$ cat config.mk
export PLATFORM = sky130hd
export DESIGN_NAME = gesture_key_conditioner_flat
export DESIGN_NICKNAME = d
export VERILOG_FILES = /design/src/rtl/gesture_key_conditioner_if.sv /design/src/rtl/gesture_key_conditioner.sv /design/src/flat_wrapper.sv
export SDC_FILE = /design/constraint.sdc
export NUM_CORES = 1
export LEC_CHECK = 0
export BUFFER_PORTS_ARGS = -buffer_cell sky130_fd_sc_hd__buf_4
export CORE_MARGIN = 1
export CORE_UTILIZATION = 56
export DETAILED_ROUTE_END_ITERATION = 16
export HOLD_SLACK_MARGIN = 0.08
export PLACE_DENSITY_LB_ADDON = 0.25
export SYNTH_ARGS = -nofsm -noshare
export SYNTH_HDL_FRONTEND = slang
export SYNTH_SLANG_ARGS = --single-unit
$ cat constraint.sdc
create_clock -name clk -period 1.8 [get_ports clk]
set_clock_uncertainty 0.15 [all_clocks]
set_input_delay 0.45 -clock clk [delete_from_list [all_inputs] [get_ports clk]]
set_output_delay 0.45 -clock clk [all_outputs]
set_load 0.02 [all_outputs]
$ cat src/rtl/gesture_key_conditioner_if.sv
// gesture_key_conditioner_if: raw gesture buttons in, conditioned levels and pulses out
interface gesture_key_conditioner_if;
  logic left_key_raw;
  logic right_key_raw;
  logic left_key;
  logic right_key;
  logic left_press;
  logic right_press;
  logic left_long;
  logic right_long;
  logic both_press;
  modport master(
    output left_key_raw, right_key_raw,
    input left_key, right_key, left_press, right_press, left_long, right_long, both_press
  );
  modport slave(
    input left_key_raw, right_key_raw,
    output left_key, right_key, left_press, right_press, left_long, right_long, both_press
  );
endinterface

$ cat src/rtl/gesture_key_conditioner.sv
// gesture_key_conditioner: per-key synchroniser, debounce FSM and long-press detector
module gesture_key_conditioner #(
  parameter logic [19:0] DEBOUNCE_CYCLES = 20'd1000000,
  parameter logic [27:0] LONG_CYCLES = 28'd200000000,
  parameter int CNT_W = 28
) (
  input logic clk,
  input logic reset,
  gesture_key_conditioner_if.slave kif
);
  typedef enum logic [1:0] {RELEASED, PRESS_PEND, PRESSED, RELEASE_PEND} state_t;
  localparam logic [CNT_W-1:0] DB_MAX = CNT_W'(DEBOUNCE_CYCLES) - 1'b1;
  localparam logic [CNT_W-1:0] LG_MAX = CNT_W'(LONG_CYCLES) - 1'b1;
  logic [1:0] raw, level_v, press_v, long_v, accept_v;
  logic both;
  assign raw = {kif.right_key_raw, kif.left_key_raw};
  for (genvar k = 0; k < 2; k++) begin : g_key
    state_t st, st_nx;
    logic s1, s2, level, press, lng, long_done;
    logic accept, fire, done_nx, level_nx;
    logic [CNT_W-1:0] cnt, cnt_nx, hold, hold_nx;
    always_ff @(posedge clk) begin
      if (reset) begin
        s1 <= 1'b0;
        s2 <= 1'b0;
        st <= RELEASED;
        cnt <= '0;
        hold <= '0;
        long_done <= 1'b0;
        level <= 1'b0;
        press <= 1'b0;
        lng <= 1'b0;
      end else begin
        s1 <= raw[k];
        s2 <= s1;
        st <= st_nx;
        cnt <= cnt_nx;
        hold <= hold_nx;
        long_done <= done_nx;
        level <= level_nx;
        press <= accept;
        lng <= fire;
      end
    end
    always_comb begin
      st_nx = st;
      unique case (st)
        RELEASED:     st_nx = s2 ? PRESS_PEND : RELEASED;
        PRESS_PEND:   st_nx = !s2 ? RELEASED : (cnt == DB_MAX ? PRESSED : PRESS_PEND);
        PRESSED:      st_nx = s2 ? PRESSED : RELEASE_PEND;
        RELEASE_PEND: st_nx = s2 ? PRESSED : (cnt == DB_MAX ? RELEASED : RELEASE_PEND);
      endcase
    end
    always_comb begin
      accept = st == PRESS_PEND && s2 && cnt == DB_MAX;
      fire = st == PRESSED && hold == LG_MAX && !long_done;
      cnt_nx = (st_nx == st && (st == PRESS_PEND || st == RELEASE_PEND)) ? cnt + 1'b1 : '0;
      hold_nx = accept ? '0 : (st == PRESSED && hold != LG_MAX) ? hold + 1'b1 : hold;
      done_nx = accept ? 1'b0 : long_done | fire;
      level_nx = st_nx == PRESSED || st_nx == RELEASE_PEND;
    end
    assign level_v[k] = level;
    assign press_v[k] = press;
    assign long_v[k] = lng;
    assign accept_v[k] = accept;
  end
  always_ff @(posedge clk) begin
    if (reset) both <= 1'b0;
    else both <= &accept_v;
  end
  assign kif.left_key = level_v[0];
  assign kif.right_key = level_v[1];
  assign kif.left_press = press_v[0];
  assign kif.right_press = press_v[1];
  assign kif.left_long = long_v[0];
  assign kif.right_long = long_v[1];
  assign kif.both_press = both;
endmodule

$ cat src/flat_wrapper.sv
// flat-port wrapper written by rule: the top's interface ports become plain ports
module gesture_key_conditioner_flat 
#(
  parameter logic [19:0] DEBOUNCE_CYCLES = 20'd1000000,
  parameter logic [27:0] LONG_CYCLES = 28'd200000000,
  parameter int CNT_W = 28
)
  (clk, reset, kif_left_key_raw, kif_right_key_raw, kif_left_key, kif_right_key, kif_left_press, kif_right_press, kif_left_long, kif_right_long, kif_both_press);
  gesture_key_conditioner_if kif_i ();
  input logic clk;
  input logic reset;
  input wire logic [$bits(kif_i.left_key_raw)-1:0] kif_left_key_raw;
  input wire logic [$bits(kif_i.right_key_raw)-1:0] kif_right_key_raw;
  output wire logic [$bits(kif_i.left_key)-1:0] kif_left_key;
  output wire logic [$bits(kif_i.right_key)-1:0] kif_right_key;
  output wire logic [$bits(kif_i.left_press)-1:0] kif_left_press;
  output wire logic [$bits(kif_i.right_press)-1:0] kif_right_press;
  output wire logic [$bits(kif_i.left_long)-1:0] kif_left_long;
  output wire logic [$bits(kif_i.right_long)-1:0] kif_right_long;
  output wire logic [$bits(kif_i.both_press)-1:0] kif_both_press;
  assign kif_i.left_key_raw = kif_left_key_raw;
  assign kif_i.right_key_raw = kif_right_key_raw;
  assign kif_left_key = kif_i.left_key;
  assign kif_right_key = kif_i.right_key;
  assign kif_left_press = kif_i.left_press;
  assign kif_right_press = kif_i.right_press;
  assign kif_left_long = kif_i.left_long;
  assign kif_right_long = kif_i.right_long;
  assign kif_both_press = kif_i.both_press;
  gesture_key_conditioner #(.DEBOUNCE_CYCLES(DEBOUNCE_CYCLES), .LONG_CYCLES(LONG_CYCLES), .CNT_W(CNT_W)) u_core (.clk(clk), .reset(reset), .kif(kif_i));
endmodule
### Word-level counts from Yosys, hierarchy flattened

Index checks and enable logic that the tools add are counted.

* register bits: 129
* logic and storage cells: 84
* bits of input ports: 4

* add/sub/neg operators: 4
* reductions and logical operators: 25
* muxes and demuxes: 14
* eq/ne operators: 18
* bitwise gates (word level): 4

Operator list (number)
* $add A28 B1 Y28 const B: 4
* $eq A28 B20 Y1 const B: 2
* $eq A28 B28 Y1 const B: 2
* $ne A28 B28 Y1 const B: 2
* $eq A2 B2 Y1 const B: 8
* $mux W2: 8
* $pmux W2 S4: 2
* $logic_and A1 B1 Y1: 12
* $reduce_or A2 Y1: 4
* $eq A2 B1 Y1 const B: 2
* $eq A2 B2 Y1: 2
* $logic_not A2 Y1: 2
* $logic_or A1 B1 Y1: 4
* $mux W1: 4
* $logic_not A1 Y1: 2
* $not A1 Y1: 2
* $or A1 B1 Y1: 2
* $reduce_and A2 Y1: 1

### Longest topological paths before layout

Gate-level depths: netlist of the first run.

* word-level depth: 8
* depth in mapped cells: 8

### Worst setup path after synthesis of the first run

No wires, ideal clock.

* kind: register to register
* from: register u_core.g_key[1].cnt[0]
* to: register u_core.g_key[1].hold[18]
* data arrival time: 1727 ps
* path buffers: 2
* setup time: 114 ps
* setup slack: -192 ps
* cell stages (with the launch flop): 9
* path through: dfxtp_1 -> ha_1 -> and4_1 -> nand2_1 -> nor4_2 -> a21o_1 -> buf_4 -> buf_4 -> nor2_1

* cells in the longest elaborated chain, start to end: 3

Ends and longest elaborated chain
* from (decl): line gesture_key_conditioner.sv:21 `logic [CNT_W-1:0] cnt, cnt_nx, hold, hold_nx;`
* from (signal assigned): line gesture_key_conditioner.sv:37 `cnt <= cnt_nx;`
* $eq A28 B20 Y1: line gesture_key_conditioner.sv:55 `accept = st == PRESS_PEND && s2 && cnt == DB_MAX;`
* $logic_and A1 B1 Y1: line gesture_key_conditioner.sv:55
* $reduce_or A2 Y1 (no line)
* to (signal assigned): line gesture_key_conditioner.sv:38 `hold <= hold_nx;`
* to (decl): line gesture_key_conditioner.sv:21

No other way between the ends.
A chain may end at the register's enable or synchronous reset.

### Worst setup path after layout of the first run

* from: register u_core.g_key[1].cnt[0]
* to: register u_core.g_key[1].cnt[23]

* cells in the longest elaborated chain, start to end: 8
* elaborated cells between the ends (all ways): 11
* classes of those cells: add/sub (1); eq/ne (2); mux (5); bitwise (1); reduce/logical (2)

Ends and longest elaborated chain
* $eq A28 B20 Y1: line gesture_key_conditioner.sv:49, gesture_key_conditioner.sv:51
* $mux W2 (on tied branches) (2 in a row): line gesture_key_conditioner.sv:51, gesture_key_conditioner.sv:49
* $pmux W2 S4: line gesture_key_conditioner.sv:47 `unique case (st)`
* $eq A2 B2 Y1: line gesture_key_conditioner.sv:57 `cnt_nx = (st_nx == st && (st == PRESS_PEND || st == RELEASE_PEND)) ? cnt + 1'b1 : '0;`
* $logic_and A1 B1 Y1: line gesture_key_conditioner.sv:57
* $not A1 Y1 (no line)
* $reduce_or A2 Y1 (no line)

Parallel ways exist; a longest one is shown, timed or not.

==> results_dict.tcl, run 1 <==
set metrics [dict create \
    crit_required_ps 2070 \
    setup_viol 122 \
    synth-edff-count 0 \
    timing.rr.start "u_core.g_key[1].cnt[0]$_SDFF_PP0_" \
    wl_per_cell_um 23.7 \
    drc 0 \
    fin_ws_ps -408 \
    synth_top_cells_by_area "dfxtp_1 (43%), nor2_1 (7.5%), xor2_1 (7.3%)" \
    dp_slack_ps -203 \
    violations "negative setup slack" \
    mostFrequentLayoutCells "buf_4 (150), dfxtp_1 (103), nor2_1 (57), xor2_1 (46), nand4_1 (36)" \
    fillers 363 \
    drt_iter0_markers 639 \
    synthesis.area_mm2 0.00597 \
    reg2reg_slack_ps -410 \
    grt_overflow 0 \
    status "finished, violations left" \
    holdPathEnd "u_core.g_key[0].st[1]$_SDFF_PP0_" \
    antenna_found_initial 0 \
    pwr_density_cell_mw_per_mm2 708 \
    ys_async_sr_fraction_pct 0 \
    post_synth_xor_area_fraction_pct 13.6 \
    syn_inst 668 \
    post-synth-top-area-fraction_pct 43.3 \
    synth-main-ff-cell "dfxtp_1" \
    ir_drop_mv 0.794 \
    p_leak_uw 0.00345 \
    post-route-util_pct 89.4 \
    cts-root-buf "clkbuf_8" \
    track_usage_pct 29.9 \
    via_count 6426 \
    drive_gt1_share_pct 48.4 \
    hold_viol 0 \
    start_util_pct 57.8 \
    cts.sinks 129 \
    synth_compound_area_share_pct 4.00 \
    synth_top_family_by_area "simple AND/OR/NAND/NOR gates" \
    globalRouteMet1Util_pct 35.6 \
    ctsHtreeMaxLevel 4 \
    drv_slew 0 \
    cts_tree "yes" \
    crit_arrival_ps 2470 \
    finalCritPeriodShare_pct 123 \
    synth.avg_cell_area_um2 8.93 \
    use_met2_pct 51.6 \
    totalNegativeSetupSlack_ps -20950 \
    top_usage_layer "met2" \
    wirelength_um 23500 \
    grt_pass1_vias 5711 \
    yosysSeqAreaShare_pct 43.3 \
    path_class "reg2reg" \
    die_w_um 105 \
    dieHeight_um 105 \
    clk-insertion-delay-late_ps 550 \
    layout.nets 852 \
    antenna_cells 0 \
    seqCellArea_mm2 0.00263 \
    rows 37 \
    netlist.top_cell.by_area "dfxtp_1" \
    cap_violations 0 \
    ys_seq_elements 129 \
    hpwl_um 9210 \
    clk_pin_slew_ps 70 \
    multiInputGateArea_mm2 0.00423 \
    synth_fa_ha_area_share_pct 0.839 \
    rr_worst_depth 6 \
    area_delta_synth_final_pct 54.7 \
    worst_setup_path_start_kind "register" \
    fin_crit_ps 2210 \
    hold_start "reset" \
    drt_first_pass_iters 7 \
    ios 11 \
    clk_path_buf_depth 2 \
    yosys.area_share.simple_pct 34.5 \
    numCtsBuffers 17 \
    hold_path_depth 3 \
    ant_nets 0 \
    reg2reg_to "u_core.g_key[1].cnt[23]$_SDFF_PP0_" \
    yosys_warnings 0 \
    hold_path.class "in2reg" \
    synth_cell_types 49 \
    use_met3_pct 6.12 \
    grt_pass1_wl_um 26400 \
    synth_nets 676 \
    die-area_mm2 0.0111 \
    muxShareOfSynthArea_pct 0.671 \
    gp_congestion 0.841 \
    cp_max_fo 7 \
    grt_setup_unrepaired "true" \
    via_per_inst 6.47 \
    fmax_ghz 0.453 \
    slew_headroom_pct 45.3 \
    core_area_mm2 0.0103 \
    crit_path_end_kind "register" \
    final_common_cell "buf_4" \
    grt_max_degree 30 \
    worst_pin_slew_ps 814 \
    port_buffers 10 \
]
==> how the worst max path moves through the flow <==
stage	depth (start not counted)	from	to	slack [ps]
global placement	7	u_core.g_key[1].cnt[20]$_SDFF_PP0_	u_core.g_key[1].hold[12]$_SDFFE_PP0P_	-140
floorplan	8	u_core.g_key[1].cnt[16]$_SDFF_PP0_	u_core.g_key[1].hold[18]$_SDFFE_PP0P_	-90
CTS	9	u_core.g_key[1].cnt[1]$_SDFF_PP0_	u_core.g_key[1].hold[12]$_SDFFE_PP0P_	-100
global route	6	u_core.g_key[1].cnt[6]$_SDFF_PP0_	u_core.g_key[1].cnt[23]$_SDFF_PP0_	-450
detailed placement	5	u_core.g_key[0].cnt[15]$_SDFF_PP0_	u_core.g_key[0].cnt[9]$_SDFF_PP0_	-200
finish	6	u_core.g_key[1].cnt[0]$_SDFF_PP0_	u_core.g_key[1].cnt[23]$_SDFF_PP0_	-410
==> timing repair <==
| item | 4_1_cts | 5_1_grt |
|---|---|---|
| hold buffers | 2 | 0 |
| endpoints found under the setup margin | 120 | 122 |
| pin swaps | 42 | 69 |
| cloned | 6 | 7 |
| buffers inserted | 14 | 11 |
| gates resized for setup | 49 | 182 |
| hold endpoints to repair | 2 | 0 |
==> cell families (layout without fill, tap and decap cells) <==
family | after synthesis | count (layout)
compound gates | 40 | 40
fa+ha+maj | 4 | 4
mux | 4 | 4
flops | 129 | 129
buf+inv | 34 | 220
xor+xnor | 93 | 93
simple gates | 364 | 367
==> cells in the mapped netlist, types with 7 or more instances <==
master	number
dfxtp_1	129
nor2_1	120
xor2_1	50
xnor2_1	43
nand2_1	41
nand3_1	40
nand4_1	36
a21oi_1	19
nor3_1	18
and3_1	15
and4_1	14
inv_1	11
or3_1	11
buf_2	9
nor2b_1	9
nor3_2	8
nor4_1	8
clkbuf_1	7
or4_1	7
==> worst max-delay path, stage by stage (launching register included) <==
cell	delay, ps
dfxtp_2	370
buf_4	150
nand3_1	110
or3_4	490
nor3_2	320
xnor2_1	420
nor2_4	50
==> metal layers <==
layer	vias to the layer above	part of all wire (%)
li1	2703	-
met1	3055	37
met2	520	48
met3	148	9.0
met4	0	6.4
met5	-	0
==> flip-flops by register name, indices dropped and copies added, names as in the netlist <==
register and flops:
u_core.g_key.long_done 2, u_core.g_key.cnt 56, u_core.g_key.hold 56, u_core.kif.right_long 1, u_core.kif.left_key 1, u_core.kif.right_press 1
u_core.kif.left_long 1, u_core.g_key.s1 2, u_core.kif.left_press 1, u_core.kif.both_press 1, u_core.g_key.s2 2, u_core.g_key.st 4
u_core.kif.right_key 1
==> per-stage QoR <==
stage | hold WS, ps | instances | area [um^2] | total power [uW]
2_1_floorplan | 246 | 668 | 6150 | 2970
3_3_place_gp | 257 | 922 | 7240 | 2990
5_1_grt | 150 | 993 | 9230 | 6680
3_5_place_dp | 270 | 922 | 7240 | 2990
6_report | 144 | 993 | 9230 | 6540
4_1_cts | 113 | 976 | 8270 | 6410
==> power by group <==
group,internal (uW),switching (uW),total (uW),leakage (uW)
clock,2180,1360,3540,0.000292
sequential,2850,5.34,2860,0.00105
combinational,62.3,74.7,137,0.00210
total,5100,1440,6540,0.00345
==> layout make-up <==
class                           count  area share (%)
Inverter                           11           0.447
Clock buffer                       23            5.38
Tap cell                          136            1.84
Multi-Input combinational cell    508            45.9
Timing Repair Buffer              177            16.9
Sequential cell                   129            28.4
Clock inverter                      9            1.11
(Power assumes the default switching activity.)
==> run 2, diff against run 1 <==
- CORE_UTILIZATION: 56 -> 67
- clock period: 1.8 -> 2.6 ns (I/O delays scaled with it)
==> results_dict.tcl, run 2 (same netlist as run 1, synthesis figures left out) <==
set metrics [dict create \
    slowest_stage "nor4_1" \
    holdPathEnd "u_core.g_key[1].s1$_SDFF_PP0_" \
    worst_setup_path_start_kind "register" \
    hold_viol 0 \
    seqCellArea_mm2 0.00258 \
    track_usage_pct 27.5 \
    port_buffers 10 \
    comb_power_share_pct 0.7 \
    p_clk_share_pct 56.9 \
    cts_hold_buffers 0 \
    fmax_ghz 0.440 \
    ios 11 \
    reg2reg_slack_ps 330 \
    totalNegativeSetupSlack_ps 0 \
    top_regs "u_core.g_key.cnt (56), u_core.g_key.hold (56), u_core.g_key.st (4)" \
    core_area_mm2 0.00868 \
    clk_path_buf_depth 2 \
    wl_per_cell_um 14.8 \
    reg2reg_to "u_core.g_key[1].hold[13]$_SDFFE_PP0P_" \
    p_leak_uw 0.00222 \
    pwr-share-seq_pct 42.4 \
    grt_max_degree 30 \
    die-area_mm2 0.00929 \
    hold_start "kif_right_key_raw" \
    wirelength_um 11900 \
    p_int_uw 3820 \
    ir_drop_mv 0.478 \
    switching_power_uw 861 \
    hold_path_depth 2 \
    cap_violations 0 \
    final_common_cell "dfxtp_1" \
    grt_pass1_vias 4460 \
    ctsHtreeMaxLevel 4 \
    start_util_pct 68.8 \
    ant_nets 0 \
    via_per_inst 5.95 \
    cts_tree "yes" \
    crit_chain "nor4_1 > nand3_1 > nor4_2 > a21o_1 > buf_4 > nor2_1" \
    hpwl_um 7460 \
    crit_path_end_kind "register" \
    cts-root-buf "clkbuf_8" \
    grt_setup_unrepaired "false" \
    instances_no_fill 801 \
    cp_max_fo 29 \
    fillers 604 \
    gp_congestion 0.828 \
    post_cts_resized 0 \
    place_inst 769 \
    setup_viol 0 \
    hold_path.class "in2reg" \
    area_delta_synth_final_pct 13.1 \
    grt_pass1_wl_um 19900 \
    layout.nets 688 \
    drt_first_pass_iters 4 \
    numCtsBuffers 17 \
    cpPeakStageDelay_ps 460 \
    grt_overflow 0 \
    finalCritPeriodShare_pct 87.4 \
    slew_headroom_pct 55.5 \
    drv_slew 0 \
    drt_iter0_markers 151 \
    drc 0 \
    timing.rr.start "u_core.g_key[1].cnt[6]$_SDFF_PP0_" \
    via_count 4763 \
    multiInputGateArea_mm2 0.00321 \
    antenna_cells 0 \
    path_class "reg2reg" \
    fin_crit_ps 2270 \
    postCtsSetupBuffers 0 \
    status "complete, no violations" \
    mostFrequentLayoutCells "dfxtp_1 (129), nor2_1 (120), xor2_1 (50), xnor2_1 (43), nand2_1 (41)" \
    swShare_pct 18.4 \
    crit_arrival_ps 2510 \
    antenna_found_initial 0 \
    worst_pin_slew_ps 663 \
    crit_required_ps 2840 \
    clk_pin_slew_ps 60 \
    cts.sinks 129 \
    rows 34 \
    die_w_um 96.4 \
    rr_worst_depth 6 \
    drive_gt1_share_pct 11.3 \
    dieHeight_um 96.4 \
    clk-insertion-delay-late_ps 510 \
    pwr_density_cell_mw_per_mm2 693 \
]
==> run 2: cell count changes in the layout (fill, tap and decap cells not counted), moves of 22 or more <==
cell     previous run  this run
buf_4             150        16
dfxtp_1           103       129
dfxtp_2            22         0
nor2_1             57       120
nor2_2             32         4
nor2_4             35         0
==> run 2: power groups by stage <==
stage	sequential (uW)	clock, uW	combinational [uW]
after detailed placement	2030	0	32.8
after floorplan	2030	0	26.8
after global routing	1980	2790	36.3
final	1980	2660	32.7
after global placement	2030	0	32.0
after CTS	1980	2690	33.0
==> run 2: how the worst max path moves through the flow <==
stage / startpoint / to / cells past startpoint
after CTS: u_core.g_key[1].cnt[6]$_SDFF_PP0_ / u_core.g_key[1].hold[2]$_SDFFE_PP0P_ / 6
final: u_core.g_key[1].cnt[6]$_SDFF_PP0_ / u_core.g_key[1].hold[13]$_SDFFE_PP0P_ / 6
after global placement: u_core.g_key[0].cnt[25]$_SDFF_PP0_ / u_core.g_key[0].cnt[18]$_SDFF_PP0_ / 5
after global routing: u_core.g_key[1].cnt[20]$_SDFF_PP0_ / u_core.g_key[1].hold[2]$_SDFFE_PP0P_ / 6
after detailed placement: u_core.g_key[0].cnt[11]$_SDFF_PP0_ / u_core.g_key[0].cnt[11]$_SDFF_PP0_ / 5
after floorplan: u_core.g_key[1].cnt[0]$_SDFF_PP0_ / u_core.g_key[1].hold[18]$_SDFFE_PP0P_ / 8
==> run 2: per-layer routing <==
metal	routed length [um]	track usage (%)	up-vias
met2	5910	47.3	118
met5	0	0	-
met1	5350	33.8	2260
met4	119	8.58	0
li1	-	-	2371
met3	475	7.04	14
==> run 2: final cells by class <==
class                   count  area share, %
clock buffers              23           6.91
clock inverters             9           2.98
inverters                  11          0.611
multi-input cells         505           47.5
flip-flops and latches    129           38.2
well taps                 108           2.00
repair buffers             16           1.78
==> run 2: critical path, delay by kind of cell, from the launching register on <==
kind | cells | cell delay, ps
AND/OR/NAND/NOR | 4 | 1150
flip-flops | 1 | 360
buffers and inverters | 1 | 290
AO/OA/AOI/OAI | 1 | 190
==> run 2: through the flow <==
step	hold WS (ps)	instance area [um^2]	power (uW)	util (%)	worst slack, ps
finish	211	6750	4680	77.8	329
global route	212	6750	4810	77.8	180
CTS	200	6750	4710	77.8	328
detailed placement	264	6080	2060	70.1	376
global placement	254	6080	2060	70.1	403
floorplan	246	5970	2050	-	608
==> run 3, diff against run 2 <==
- CORE_UTILIZATION: 67 -> 30
==> results_dict.tcl, run 3 (same netlist as run 1, synthesis figures left out) <==
set metrics [dict create \
    finalCritPeriodShare_pct 84.2 \
    grt_overflow 0 \
    clk-insertion-delay-late_ps 430 \
    layout.nets 697 \
    hpwl_um 7850 \
    numCtsBuffers 17 \
    rows 51 \
    crit_chain "nor4b_1 > nand3_1 > or4b_1 > nand3_2 > buf_12 > nor2_1" \
    cts_hold_buffers 0 \
    use_met3_pct 4.26 \
    ir_drop_mv 0.435 \
    slowest_stage "or4b_1" \
    port_buffers 10 \
    pwr_density_cell_mw_per_mm2 644 \
    cpPeakStageDelay_ps 570 \
    totalNegativeSetupSlack_ps 0 \
    area_delta_synth_final_pct 17.3 \
    globalRouteMet1Util_pct 17.3 \
    slew_headroom_pct 59.1 \
    hold_path.class "reg2reg" \
    crit_arrival_ps 2350 \
    gp_congestion 0.718 \
    postCtsSetupBuffers 0 \
    dieHeight_um 143 \
    reg2reg_slack_ps 410 \
    fin_crit_ps 2190 \
    die-area_mm2 0.0205 \
    worst_hold_slack_ps 275 \
    drt_first_pass_iters 4 \
    crit_path_end_kind "register" \
    drt_iter0_markers 200 \
    worst_pin_slew_ps 609 \
    post_cts_resized 0 \
    status "complete, no violations" \
    grt_max_degree 30 \
    wirelength_um 11700 \
    grt_pass1_vias 4308 \
    via_per_inst 4.67 \
    track_usage_pct 12.8 \
    p_clk_share_pct 55.1 \
    via_count 4514 \
    ctsHtreeMaxLevel 4 \
    top_usage_layer "met2" \
    start_util_pct 30.7 \
    drc 0 \
    comb_power_share_pct 0.8 \
    setup_viol 0 \
    clk_path_buf_depth 2 \
    antenna_found_initial 0 \
    wl_per_cell_um 12.1 \
    fmax_ghz 0.457 \
    hold_viol 0 \
    p_leak_uw 0.00226 \
    drv_slew 0 \
    cp_max_fo 20 \
    worst_setup_path_start_kind "register" \
    top_regs "u_core.g_key.cnt (56), u_core.g_key.hold (56), u_core.g_key.st (4)" \
    final_common_cell "dfxtp_1" \
    cts-root-buf "clkbuf_16" \
    p_int_uw 3600 \
    die_w_um 143 \
    crit_required_ps 2760 \
    cap_violations 0 \
    core_area_mm2 0.0195 \
    swShare_pct 20.2 \
    switching_power_uw 910 \
    mostFrequentLayoutCells "dfxtp_1 (129), nor2_1 (120), xor2_1 (50), xnor2_1 (43), nand2_1 (41)" \
    antenna_cells 0 \
    drive_gt1_share_pct 12.7 \
    use_met2_pct 18.6 \
    path_class "reg2reg" \
    instances_no_fill 967 \
    grt_pass1_wl_um 20500 \
    pwr-share-seq_pct 44.0 \
    cts_tree "yes" \
    cts.sinks 129 \
    grt_setup_unrepaired "false" \
    fin_total_pwr_uw 4510 \
    clk_pin_slew_ps 60 \
    ant_nets 0 \
    ios 11 \
    place_inst 935 \
]
run 3: cell count changes in the layout (fill, tap and decap cells not counted), sizes merged:
cell / delta
buf: +9
clkinv: +4
clkbuf: -1
bufinv: -3
run 3: area by class of cell:
type | count | area [um^2]
fillers | 1995 | 12500
multi-input cells | 505 | 3210
flip-flops and latches | 129 | 2580
clock buffers | 22 | 484
well taps | 265 | 332
repair buffers | 25 | 225
clock inverters | 10 | 131
inverters | 11 | 41.3
run 3: worst max-delay path: cells and delay by family (launching register included):
kind                   cells  cell delay [ps]
buffers and inverters      1              190
flip-flops                 1              350
AND/OR/NAND/NOR            5             1380
run 3: through the flow:
step / cell area, um^2 / util (%) / worst slack (ps)
floorplan: 5970 / - / 608
global placement: 6390 / 32.8 / 380
detailed placement: 6390 / 32.8 / 410
CTS: 7000 / 36.0 / 389
global route: 7000 / 36.0 / 250
finish: 7000 / 36.0 / 411
run 3: path summary, 6_finish.rpt:
check,endpoint,cells past startpoint,startpoint
setup / recovery,u_core.g_key[0].cnt[19]$_SDFF_PP0_,6,u_core.g_key[0].cnt[11]$_SDFF_PP0_
setup reg to reg,u_core.g_key[0].cnt[19]$_SDFF_PP0_,6,u_core.g_key[0].cnt[11]$_SDFF_PP0_
hold / removal,u_core.kif.right_long$_SDFF_PP0_,1,u_core.g_key[1].long_done$_SDFF_PP0_
hold reg to reg,u_core.kif.right_long$_SDFF_PP0_,1,u_core.g_key[1].long_done$_SDFF_PP0_
run 3: power groups by stage:
stage               Clock (uW)  Combinational [uW]  Sequential (uW)
floorplan                    0                26.8             2030
global placement             0                40.5             2030
detailed placement           0                40.2             2030
CTS                       2560                40.1             1980
global route              2640                43.0             1980
finish                    2480                38.2             1980
run 3: layer usage:
layer	up-vias	routed length, um	part of all wire [%]
li1	2388	-	-
met1	2079	6210	53
met2	32	4980	42
met3	15	369	3.1
met4	0	168	1.4
met5	-	0	0
